**src/rtl/mcs4_axi_host.sv**
```systemverilog
// mcs4_axi_host: command-driven AXI4 INCR burst master for host access to mcs4_sys.
// One {direction, address, length} command becomes one burst, with one outstanding
// transaction at a time. Host-side data streams are valid/ready pass-throughs.
module mcs4_axi_host #(
  parameter int unsigned ADDR_W = 14,
  parameter int unsigned DATA_W = 32
) (
  input  logic              s_axi_aclk,
  input  logic              s_axi_aresetn,
  // command interface
  input  logic              cmd_valid,
  output logic              cmd_ready,
  input  logic              cmd_write,
  input  logic [ADDR_W-1:0] cmd_addr,
  input  logic [7:0]        cmd_len,
  // host write-data stream
  input  logic [DATA_W-1:0] wr_data,
  input  logic              wr_valid,
  output logic              wr_ready,
  // host read-data stream
  output logic [DATA_W-1:0] rd_data,
  output logic              rd_valid,
  input  logic              rd_ready,
  // status
  output logic              done,
  output logic              err,
  output logic              busy,
  // AXI write address
  output logic [ADDR_W-1:0] m_axi_awaddr,
  output logic [7:0]        m_axi_awlen,
  output logic              m_axi_awvalid,
  input  logic              m_axi_awready,
  // AXI read address
  output logic [ADDR_W-1:0] m_axi_araddr,
  output logic [7:0]        m_axi_arlen,
  output logic              m_axi_arvalid,
  input  logic              m_axi_arready,
  // AXI write data
  output logic [DATA_W-1:0]   m_axi_wdata,
  output logic [DATA_W/8-1:0] m_axi_wstrb,
  output logic                m_axi_wlast,
  output logic                m_axi_wvalid,
  input  logic                m_axi_wready,
  // AXI write response
  input  logic [1:0]        m_axi_bresp,
  input  logic              m_axi_bvalid,
  output logic              m_axi_bready,
  // AXI read data
  input  logic [DATA_W-1:0] m_axi_rdata,
  input  logic [1:0]        m_axi_rresp,
  input  logic              m_axi_rlast,
  input  logic              m_axi_rvalid,
  output logic              m_axi_rready
);

  localparam int unsigned LEN_W  = 8;
  localparam int unsigned STRB_W = DATA_W / 8;
  localparam int unsigned SPAN_W = 14;

  localparam logic [2:0] IDLE  = 3'd0;
  localparam logic [2:0] WADDR = 3'd1;
  localparam logic [2:0] WDATA = 3'd2;
  localparam logic [2:0] WRESP = 3'd3;
  localparam logic [2:0] RADDR = 3'd4;
  localparam logic [2:0] RDATA = 3'd5;
  localparam logic [2:0] DONE  = 3'd6;

  logic [2:0]        state_q, state_d;
  logic [ADDR_W-1:0] addr_q, addr_d;
  logic [LEN_W-1:0]  len_q, len_d;
  logic [LEN_W-1:0]  cnt_q, cnt_d;
  logic              err_d;
  logic [SPAN_W-1:0] span_end;
  logic              cmd_bad;
  logic              in_wdata;
  logic              in_rdata;

  // End offset of the burst within its 4 KB page; anything past 4096 crosses a page.
  assign span_end = SPAN_W'(cmd_addr[11:0]) + ((SPAN_W'(cmd_len) + SPAN_W'(1)) << 2);
  assign cmd_bad  = (cmd_addr[1:0] != 2'b00) || (span_end > SPAN_W'(4096));

  assign in_wdata = (state_q == WDATA);
  assign in_rdata = (state_q == RDATA);

  // Data-phase pass-throughs, gated to zero outside their data state.
  assign m_axi_wvalid = in_wdata & wr_valid;
  assign wr_ready     = in_wdata & m_axi_wready;
  assign m_axi_wdata  = in_wdata ? wr_data : '0;
  assign m_axi_wlast  = in_wdata & (cnt_q == '0);
  assign m_axi_wstrb  = {STRB_W{1'b1}};
  assign rd_valid     = in_rdata & m_axi_rvalid;
  assign m_axi_rready = in_rdata & rd_ready;
  assign rd_data      = in_rdata ? m_axi_rdata : '0;

  // Burst address and length come straight from the latched command.
  assign m_axi_awaddr = addr_q;
  assign m_axi_araddr = addr_q;
  assign m_axi_awlen  = len_q;
  assign m_axi_arlen  = len_q;

  // Next-state and next-value logic for the burst sequencer.
  always_comb begin
    state_d = state_q;
    addr_d  = addr_q;
    len_d   = len_q;
    cnt_d   = cnt_q;
    err_d   = err;
    case (state_q)
      IDLE: begin
        if (cmd_valid && cmd_ready) begin
          addr_d = cmd_addr;
          len_d  = cmd_len;
          cnt_d  = cmd_len;
          err_d  = 1'b0;
          if (cmd_bad) begin
            err_d   = 1'b1;
            state_d = DONE;
          end else begin
            state_d = cmd_write ? WADDR : RADDR;
          end
        end
      end
      WADDR: begin
        if (m_axi_awvalid && m_axi_awready) state_d = WDATA;
      end
      WDATA: begin
        if (wr_valid && m_axi_wready) begin
          if (cnt_q == '0) state_d = WRESP;
          else             cnt_d   = cnt_q - LEN_W'(1);
        end
      end
      WRESP: begin
        if (m_axi_bvalid) begin
          if (m_axi_bresp != 2'b00) err_d = 1'b1;
          state_d = DONE;
        end
      end
      RADDR: begin
        if (m_axi_arvalid && m_axi_arready) state_d = RDATA;
      end
      RDATA: begin
        if (m_axi_rvalid && rd_ready) begin
          if (m_axi_rresp != 2'b00) err_d = 1'b1;
          // rlast must coincide exactly with the final counted beat
          if (m_axi_rlast != (cnt_q == '0)) err_d = 1'b1;
          cnt_d = cnt_q - LEN_W'(1);
          if (m_axi_rlast || (cnt_q == '0)) state_d = DONE;
        end
      end
      DONE:    state_d = IDLE;
      default: state_d = IDLE;
    endcase
  end

  // State, command latch and registered handshake/status outputs.
  always_ff @(posedge s_axi_aclk or negedge s_axi_aresetn) begin
    if (!s_axi_aresetn) begin
      state_q       <= IDLE;
      addr_q        <= '0;
      len_q         <= '0;
      cnt_q         <= '0;
      err           <= 1'b0;
      busy          <= 1'b0;
      done          <= 1'b0;
      cmd_ready     <= 1'b0;
      m_axi_awvalid <= 1'b0;
      m_axi_arvalid <= 1'b0;
      m_axi_bready  <= 1'b0;
    end else begin
      state_q       <= state_d;
      addr_q        <= addr_d;
      len_q         <= len_d;
      cnt_q         <= cnt_d;
      err           <= err_d;
      busy          <= (state_d != IDLE) && (state_d != DONE);
      done          <= (state_d == DONE);
      cmd_ready     <= (state_d == IDLE);
      m_axi_awvalid <= (state_d == WADDR);
      m_axi_arvalid <= (state_d == RADDR);
      m_axi_bready  <= (state_d == WRESP);
    end
  end

endmodule

```
**config.mk**
```make
export PLATFORM = sky130hd
export DESIGN_NAME = mcs4_axi_host
export DESIGN_NICKNAME = d
export VERILOG_FILES = /design/src/rtl/mcs4_axi_host.sv
export SDC_FILE = /design/constraint.sdc
export NUM_CORES = 1
export LEC_CHECK = 0
export CORE_MARGIN = 2
export CORE_UTILIZATION = 39
export CTS_BUF_LIST = sky130_fd_sc_hd__clkbuf_4 sky130_fd_sc_hd__clkbuf_8 sky130_fd_sc_hd__clkbuf_16
export CTS_CLUSTER_SIZE = 12
export DETAILED_ROUTE_END_ITERATION = 12
export PLACE_DENSITY = 0.88
export SETUP_SLACK_MARGIN = 0.2
export SKIP_CTS_REPAIR_TIMING = 1
export SYNTH_ARGS = -nofsm -noshare
export SYNTH_HDL_FRONTEND = slang
export SYNTH_SLANG_ARGS = --single-unit
```
**constraint.sdc**
```tcl
create_clock -name s_axi_aclk -period 7.6 [get_ports s_axi_aclk]
set_clock_uncertainty 0.2 [all_clocks]
set_input_delay 0.76 -clock s_axi_aclk [delete_from_list [all_inputs] [get_ports s_axi_aclk]]
set_output_delay 0.76 -clock s_axi_aclk [all_outputs]
set_load 0.03 [all_outputs]
```
==> results.md, run 1 <==
* Outcome: finished clean
* Routability cong. at 0.884
* Max clock buf depth at 2
* Max_slew headroom at 0.350
* Worst Max-Slew Pin Slew at 0.971 ns
* CP required at 7.58 ns
* Core Footprint at 8130 um^2
* Final setup TNS at 0 ns
* Grt total ovfl at 0
* Die area at 9050 um^2
* H-Tree Depth at 2
* Area Overhead vs Synth at 66.4%
* # rows at 33
* DRC Markers at 0
* Worst path max stage delay at 0.58 ns
* Asr flop ratio synth at 1.00
* Avg WL per Cell at 16.0 um
* Worst-path maximum fanout at 8
* WS Path Type: primary input to flip-flop
* Pre-CTS worst setup slack at 3.30 ns
* Nets at 713
* Post-synthesis sequential area ratio at 0.309
* Post-synthesis cell count at 411
* Critical Path AT at 4.05 ns
* Post-layout min period at 4.07 ns
* Diodes inserted at 0
* Yosys cell types at 64
* DP Area at 5310 um^2
* Most used DFF post-synth: dfrtp_1
* Hold Path Sink: m_axi_araddr[9]
* CTS tree: done
* First-pass GRT wire length at 16600 um
* DP HPWL at 9000 um
* Remaining antenna violation count after routing at 0
* Overall Global Routing Usage at 0.233
* Post-Syn Area at 3240 um^2
* Final worst slack at 3.53 ns
* Clk sinks at 40
* Finished Layout Cells at 701
* CP delay by family, top: simple AND/OR/NAND/NOR gates
* Commonest non-fill, non-tap cell in the layout: clkdlybuf4s50_1
* Hold WS at 0.313 ns
* Flops & latches, synth at 40
* Final setup viols at 0
* Slew Viols, Final at 0
* Number of synthesized flops with an enable pin at 0
* Initial antenna violation count at 0
* Syn Area/Cell at 7.88 um^2
* Initial detailed-routing violation count at 132
* Routed via count at 3573
* Root buffer cell: clkbuf_8
* Setup crit start kind: primary input
* Setup repair after global routing missed its margin: false
* Crit share post-route at 0.536
* Vias in the first global route at 3255
* Hold depth at 2
* Final Util at 0.663
* Tot Pwr at 1.71 mW
* Crit path cell chain: clkdlybuf4s50_1, and3_1, nand3_1, or2_2, xnor2_1, ha_1, o21ai_0, nand3b_1, o2111a_1, nand4_1, nor4_1, a31oi_2, o31a_1
* Die X at 95.2 um
* Final non-filler cell area at 5390 um^2
* R2r startpoint: state_q[0]
* DP Cell Count at 694
* FF-to-FF End: busy
* Starting Density at 0.398
* Min-delay worst type: flip-flop to flip-flop
* Worst setup EP type: flip-flop
* Worst path depth at 13
* Worst skew pair latency at 0.29 ns
* Area leader, netlist: dfrtp_1
* Most frequent cells in the layout: 220 x clkdlybuf4s50_1, 84 x nand2_1, 40 x dfrtp_1, 37 x and3_1, 35 x and2_1
* Worst hold start: m_axi_araddr[9]
* Worst Reg2Reg Path Length in Cells at 7
* Critical path buffers and inverters at 1
* Io pins at 226
* Final Hold Viols at 0
* Largest net degree at the start of global routing at 52
* MaxCap Viol Count at 0
* Pwr Density at 318 nW/um^2
* Number of detailed-route iterations in the first pass at 5
* Die Height at 95.2 um
* Share of the synthesized area in the top cell type at 0.309
* Num CTS Buffers at 5
* Main area contributors after synthesis: dfrtp_1 31%, nand2_1 9.7%, and3_1 7.1%, and2_1 6.8%, buf_4 6.0%
* Worst reg2reg setup slack at 4.51 ns
* Crit path max-delay cell type: clkdlybuf4s50_1
* WL final at 11200 um
* Number of vias per cell at 5.10
* Clock-pin slew on the worst setup and hold paths at 0.07 ns
* Peak VDD IR at 0.262 mV
* F_max at 246 MHz
* Layout cells sized above 1 at 0.0570
* Leakage power at 2.38 nW
* Port Buf Inserts at 221
* Synth Warn # at 0
-- registers in the layout, indices dropped and copies added, names as in the netlist --
name / cells
cmd_ready: 1
m_axi_arlen: 8
done: 1
m_axi_bready: 1
state_q: 3
err: 1
cnt_q: 8
m_axi_awvalid: 1
busy: 1
m_axi_arvalid: 1
m_axi_araddr: 14
-- synth_stat cells (10+ instances only) --
cell      instances
nor2_1           19
nand3_1          10
dfrtp_1          40
clkbuf_1         17
ha_1             14
o21ai_0          17
nand2_1          84
and2_1           35
and3_1           37
a21oi_1          15
buf_4            26
-- worst register-to-register path, stage by stage (launching register included) --
cell and delay [ns]:
dfrtp_1 0.32, buf_4 0.35, or4_1 0.80, nor2_2 0.13
a211o_2 0.39, and2_2 0.21, or3_2 0.45, a22oi_2 0.15
-- report_power, final --
group,internal (mW),total [mW],switching (mW)
clock network,0.0661,0.140,0.0735
logic,0.486,1.18,0.690
registers,0.309,0.398,0.0893
-- how the worst max path moves through the flow --
stage | start | endpoint | slack, ns
6_report | cmd_len[4] | state_q[2] | 3.53
5_1_grt | cmd_len[4] | state_q[2] | 3.34
4_1_cts | cmd_len[4] | state_q[2] | 3.61
3_5_place_dp | cmd_len[4] | done | 3.30
3_3_place_gp | cmd_len[4] | done | 3.41
2_1_floorplan | cmd_len[1] | done | 4.24
-- area by class of cell --
cell class | count | area [um^2]
well taps | 105 | 131
multi-input cells | 318 | 1920
fillers | 650 | 2740
clock buffers | 6 | 76.3
inverters | 7 | 26.3
clock inverters | 1 | 5.00
repair buffers | 224 | 2230
flip-flops and latches | 40 | 1000
-- routing by layer --
layer / global-route usage / vias up / part of all wire
li1: - / 1747 / -
met1: 0.312 / 1649 / 0.41
met2: 0.391 / 156 / 0.49
met3: 0.0458 / 21 / 0.076
met4: 0.0495 / 0 / 0.014
met5: 0 / - / 0
-- logic make-up (layout without fill, tap and decap cells) --
kind of cell	Yosys count	after routing	share of synthesized area
AND/OR/NAND/NOR	224	224	0.362
AO/OA/AOI/OAI	68	68	0.145
buffers and inverters	56	238	0.104
flip-flops	40	40	0.309
adder cells (fa/ha/maj)	15	15	0.0602
XOR/XNOR	7	7	0.0189
other	1	4	0.00116
(Power assumes the default switching activity.)
==> run 2: changes to the inputs <==
--- a/config.mk
+++ b/config.mk
@@ -6,11 +6,11 @@
 export NUM_CORES = 1
 export LEC_CHECK = 0
 export CORE_MARGIN = 2
-export CORE_UTILIZATION = 39
+export CORE_UTILIZATION = 32
 export CTS_BUF_LIST = sky130_fd_sc_hd__clkbuf_4 sky130_fd_sc_hd__clkbuf_8 sky130_fd_sc_hd__clkbuf_16
 export CTS_CLUSTER_SIZE = 12
 export DETAILED_ROUTE_END_ITERATION = 12
-export PLACE_DENSITY = 0.88
+export PLACE_DENSITY = 0.77
 export SETUP_SLACK_MARGIN = 0.2
 export SKIP_CTS_REPAIR_TIMING = 1
 export SYNTH_ARGS = -nofsm -noshare
==> constraint.sdc (replaced) <==
create_clock -name s_axi_aclk -period 3.6 [get_ports s_axi_aclk]
set_clock_uncertainty 0.2 [all_clocks]
set_input_delay 0.36 -clock s_axi_aclk [delete_from_list [all_inputs] [get_ports s_axi_aclk]]
set_output_delay 0.36 -clock s_axi_aclk [all_outputs]
set_load 0.03 [all_outputs]
==> run 2 against run 1 <==
- worst hold slack worse by 0.32 ns
- via count is 0.31% higher
- critical endpoint is now m_axi_awvalid
- setup slack worse by 3.2 ns
- critical path type unchanged
- total power is 120% higher
- die area is 21% higher
- sequential power is 110% higher
- cell area is 5.3% higher
- routed wire length is 3.3% higher
- the flow now finishes with violations (negative hold slack)
- cell count is 7.1% higher
==> results.md, run 2 (synthesis results as in run 1) <==
* Outcome: complete, but fails checks (was finished clean)
* Failing checks: negative hold slack
* Clock-pin slew on the worst setup and hold paths at 0.09 ns (was 0.07 ns)
* Port Buf Inserts at 221 (unchanged)
* Final Hold Viols at 16 (was 0)
* Crit share post-route at 0.907
* Worst Reg2Reg Path Length in Cells at 10 (was 7)
* Critical Path AT at 3.24 ns (was 4.05 ns)
* Max clock buf depth at 2 (unchanged)
* Hold WS at -0.0104 ns (was 0.313 ns)
* DP HPWL at 9370 um (was 9000 um)
* Die X at 105 um (was 95.2 um)
* Final worst slack at 0.334 ns (was 3.53 ns)
* Worst Max-Slew Pin Slew at 1.00 ns (was 0.971 ns)
* Overall Global Routing Usage at 0.202 (was 0.233)
* Min-delay worst type: primary input to asynchronous set/reset pin (was flip-flop to flip-flop)
* Worst setup EP type: flip-flop (unchanged)
* Die area at 10900 um^2 (was 9050 um^2)
* FILL cells at 903 (was 650)
* Setup crit start kind: primary input (unchanged)
* Number of vias per cell at 4.77 (was 5.10)
* Most frequent cells in the layout: 218 x clkdlybuf4s50_1, 84 x nand2_1, 40 x dfrtp_1, 37 x and3_1, 35 x and2_1 (was 220 x clkdlybuf4s50_1, 84 x nand2_1, 40 x dfrtp_1, 37 x and3_1, 35 x and2_1)
* Worst path max stage delay at 0.50 ns (was 0.58 ns)
* DRC Markers at 0 (unchanged)
* Vias in the first global route at 3399 (was 3255)
* Commonest non-fill, non-tap cell in the layout: clkdlybuf4s50_1 (unchanged)
* MaxCap Viol Count at 0 (unchanged)
* Critical path buffers and inverters at 2 (was 1)
* Layout cells sized above 1 at 0.102 (was 0.0570)
* CTS tree: done (unchanged)
* CP required at 3.57 ns (was 7.58 ns)
* Clk sinks at 40 (unchanged)
* Io pins at 226 (unchanged)
* Core Footprint at 9820 um^2 (was 8130 um^2)
* Max_slew headroom at 0.330 (was 0.350)
* WL final at 11600 um (was 11200 um)
* Peak VDD IR at 0.399 mV (was 0.262 mV)
* Cell mode on critical path: and3_1
* Crit path cell chain: clkdlybuf4s50_1, and3_1, nand3_1, or2_4, xnor2_2, ha_1, and3_1, a221o_1, a31oi_1, nor4_1, a31oi_2, buf_4, o21ai_0 (was clkdlybuf4s50_1, and3_1, nand3_1, or2_2, xnor2_1, ha_1, o21ai_0, nand3b_1, o2111a_1, nand4_1, nor4_1, a31oi_2, o31a_1)
* Worst skew pair latency at 0.30 ns (was 0.29 ns)
* Final Util at 0.578 (was 0.663)
* Routability cong. at 0.884 (about the same)
* Nets at 734 (was 713)
* Leakage power at 2.52 nW (was 2.38 nW)
* Area Overhead vs Synth at 75.3% (was 66.4%)
* Final setup viols at 0 (unchanged)
* Footprint of the multi-input gates at 1970 um^2 (was 1920 um^2)
* # rows at 36 (was 33)
* Initial antenna violation count at 0 (unchanged)
* Finished Layout Cells at 751 (was 701)
* Crit path max-delay cell type: clkdlybuf4s50_1 (unchanged)
* Remaining antenna violation count after routing at 0 (unchanged)
* WS Path Type: primary input to flip-flop (unchanged)
* DP Cell Count at 742 (was 694)
* Number of detailed-route iterations in the first pass at 4 (was 5)
* Slew Viols, Final at 0 (unchanged)
* Worst-path maximum fanout at 6 (was 8)
* Max FFs per register at 14 (unchanged)
* Setup repair after global routing missed its margin: false (unchanged)
* Pwr Density at 661 nW/um^2 (was 318 nW/um^2)
* Grt total ovfl at 0 (unchanged)
* Num CTS Buffers at 5 (unchanged)
* Largest net degree at the start of global routing at 41 (was 52)
* Root buffer cell: clkbuf_8 (unchanged)
* Starting Density at 0.330 (was 0.398)
* Post-layout min period at 3.27 ns
* Die Height at 105 um (was 95.2 um)
* F_max at 306 MHz
* Avg WL per Cell at 15.4 um (was 16.0 um)
* Worst path depth at 13 (unchanged)
* Pre-CTS worst setup slack at -0.0232 ns (was 3.30 ns)
* Diodes inserted at 0 (unchanged)
* H-Tree Depth at 2 (unchanged)
* First-pass GRT wire length at 18100 um (was 16600 um)
* CP delay by family, top: compound AO/OA/AOI/OAI gates (was simple AND/OR/NAND/NOR gates)
* Initial detailed-routing violation count at 117 (was 132)
* Sequential cell area at 1000 um^2 (unchanged)
* Routed via count at 3584 (was 3573)
[run 2: cell count changes in the layout (fill, tap and decap cells not counted), sizes merged]
cell,before,now
buf,4,26
clkdlybuf4s50,220,218
bufinv,0,1
clkbuf,6,5
clkinv,1,0
clkinvlp,0,1
dlymetal6s2s,0,1
inv,7,8
[run 2: worst paths after layout]
path,from,to,slack [ns]
worst min register to register,m_axi_araddr[8],m_axi_araddr[8],0.31
worst max register to register,cnt_q[4],busy,0.73
max in group asynchronous,s_axi_aresetn,state_q[0],2.63
min in group s_axi_aclk,cmd_len[1],m_axi_arlen[1],0.27
worst max-delay path,cmd_len[0],m_axi_awvalid,0.33
worst min-delay path,s_axi_aresetn,m_axi_araddr[6],-0.01
[run 2: final cells by class]
| cell class | instances | share of cell area |
|---|---|---|
| Sequential cell | 40 | 0.176 |
| Clock inverter | 3 | 0.00815 |
| Clock buffer | 5 | 0.0121 |
| Multi-Input combinational cell | 318 | 0.347 |
| Inverter | 7 | 0.00463 |
| Tap cell | 133 | 0.0293 |
| Timing Repair Buffer | 245 | 0.423 |
[run 2: stage by stage]
| step | power (mW) | setup TNS, ns | cell area, um^2 |
|---|---|---|---|
| after detailed placement | 3.36 | -0.0573 | 5510 |
| after CTS | 3.76 | 0 | 5620 |
| after floorplan | 2.48 | 0 | 3250 |
| after global routing | 3.98 | 0 | 5680 |
| after global placement | 3.31 | 0 | 5510 |
| final | 3.75 | 0 | 5680 |
[run 2: layer usage]
metal,up-vias,track usage,share of wire
li1,1783,-,-
met1,1696,0.244,0.41
met2,94,0.373,0.53
met3,11,0.0387,0.046
met4,0,0.0390,0.0091
met5,-,0,0
[run 2: power by group]
| group | switching [mW] | internal, mW | total [mW] |
|---|---|---|---|
| Combinational | 1.46 | 1.06 | 2.52 |
| Sequential | 0.186 | 0.652 | 0.838 |
| Clock | 0.182 | 0.209 | 0.391 |
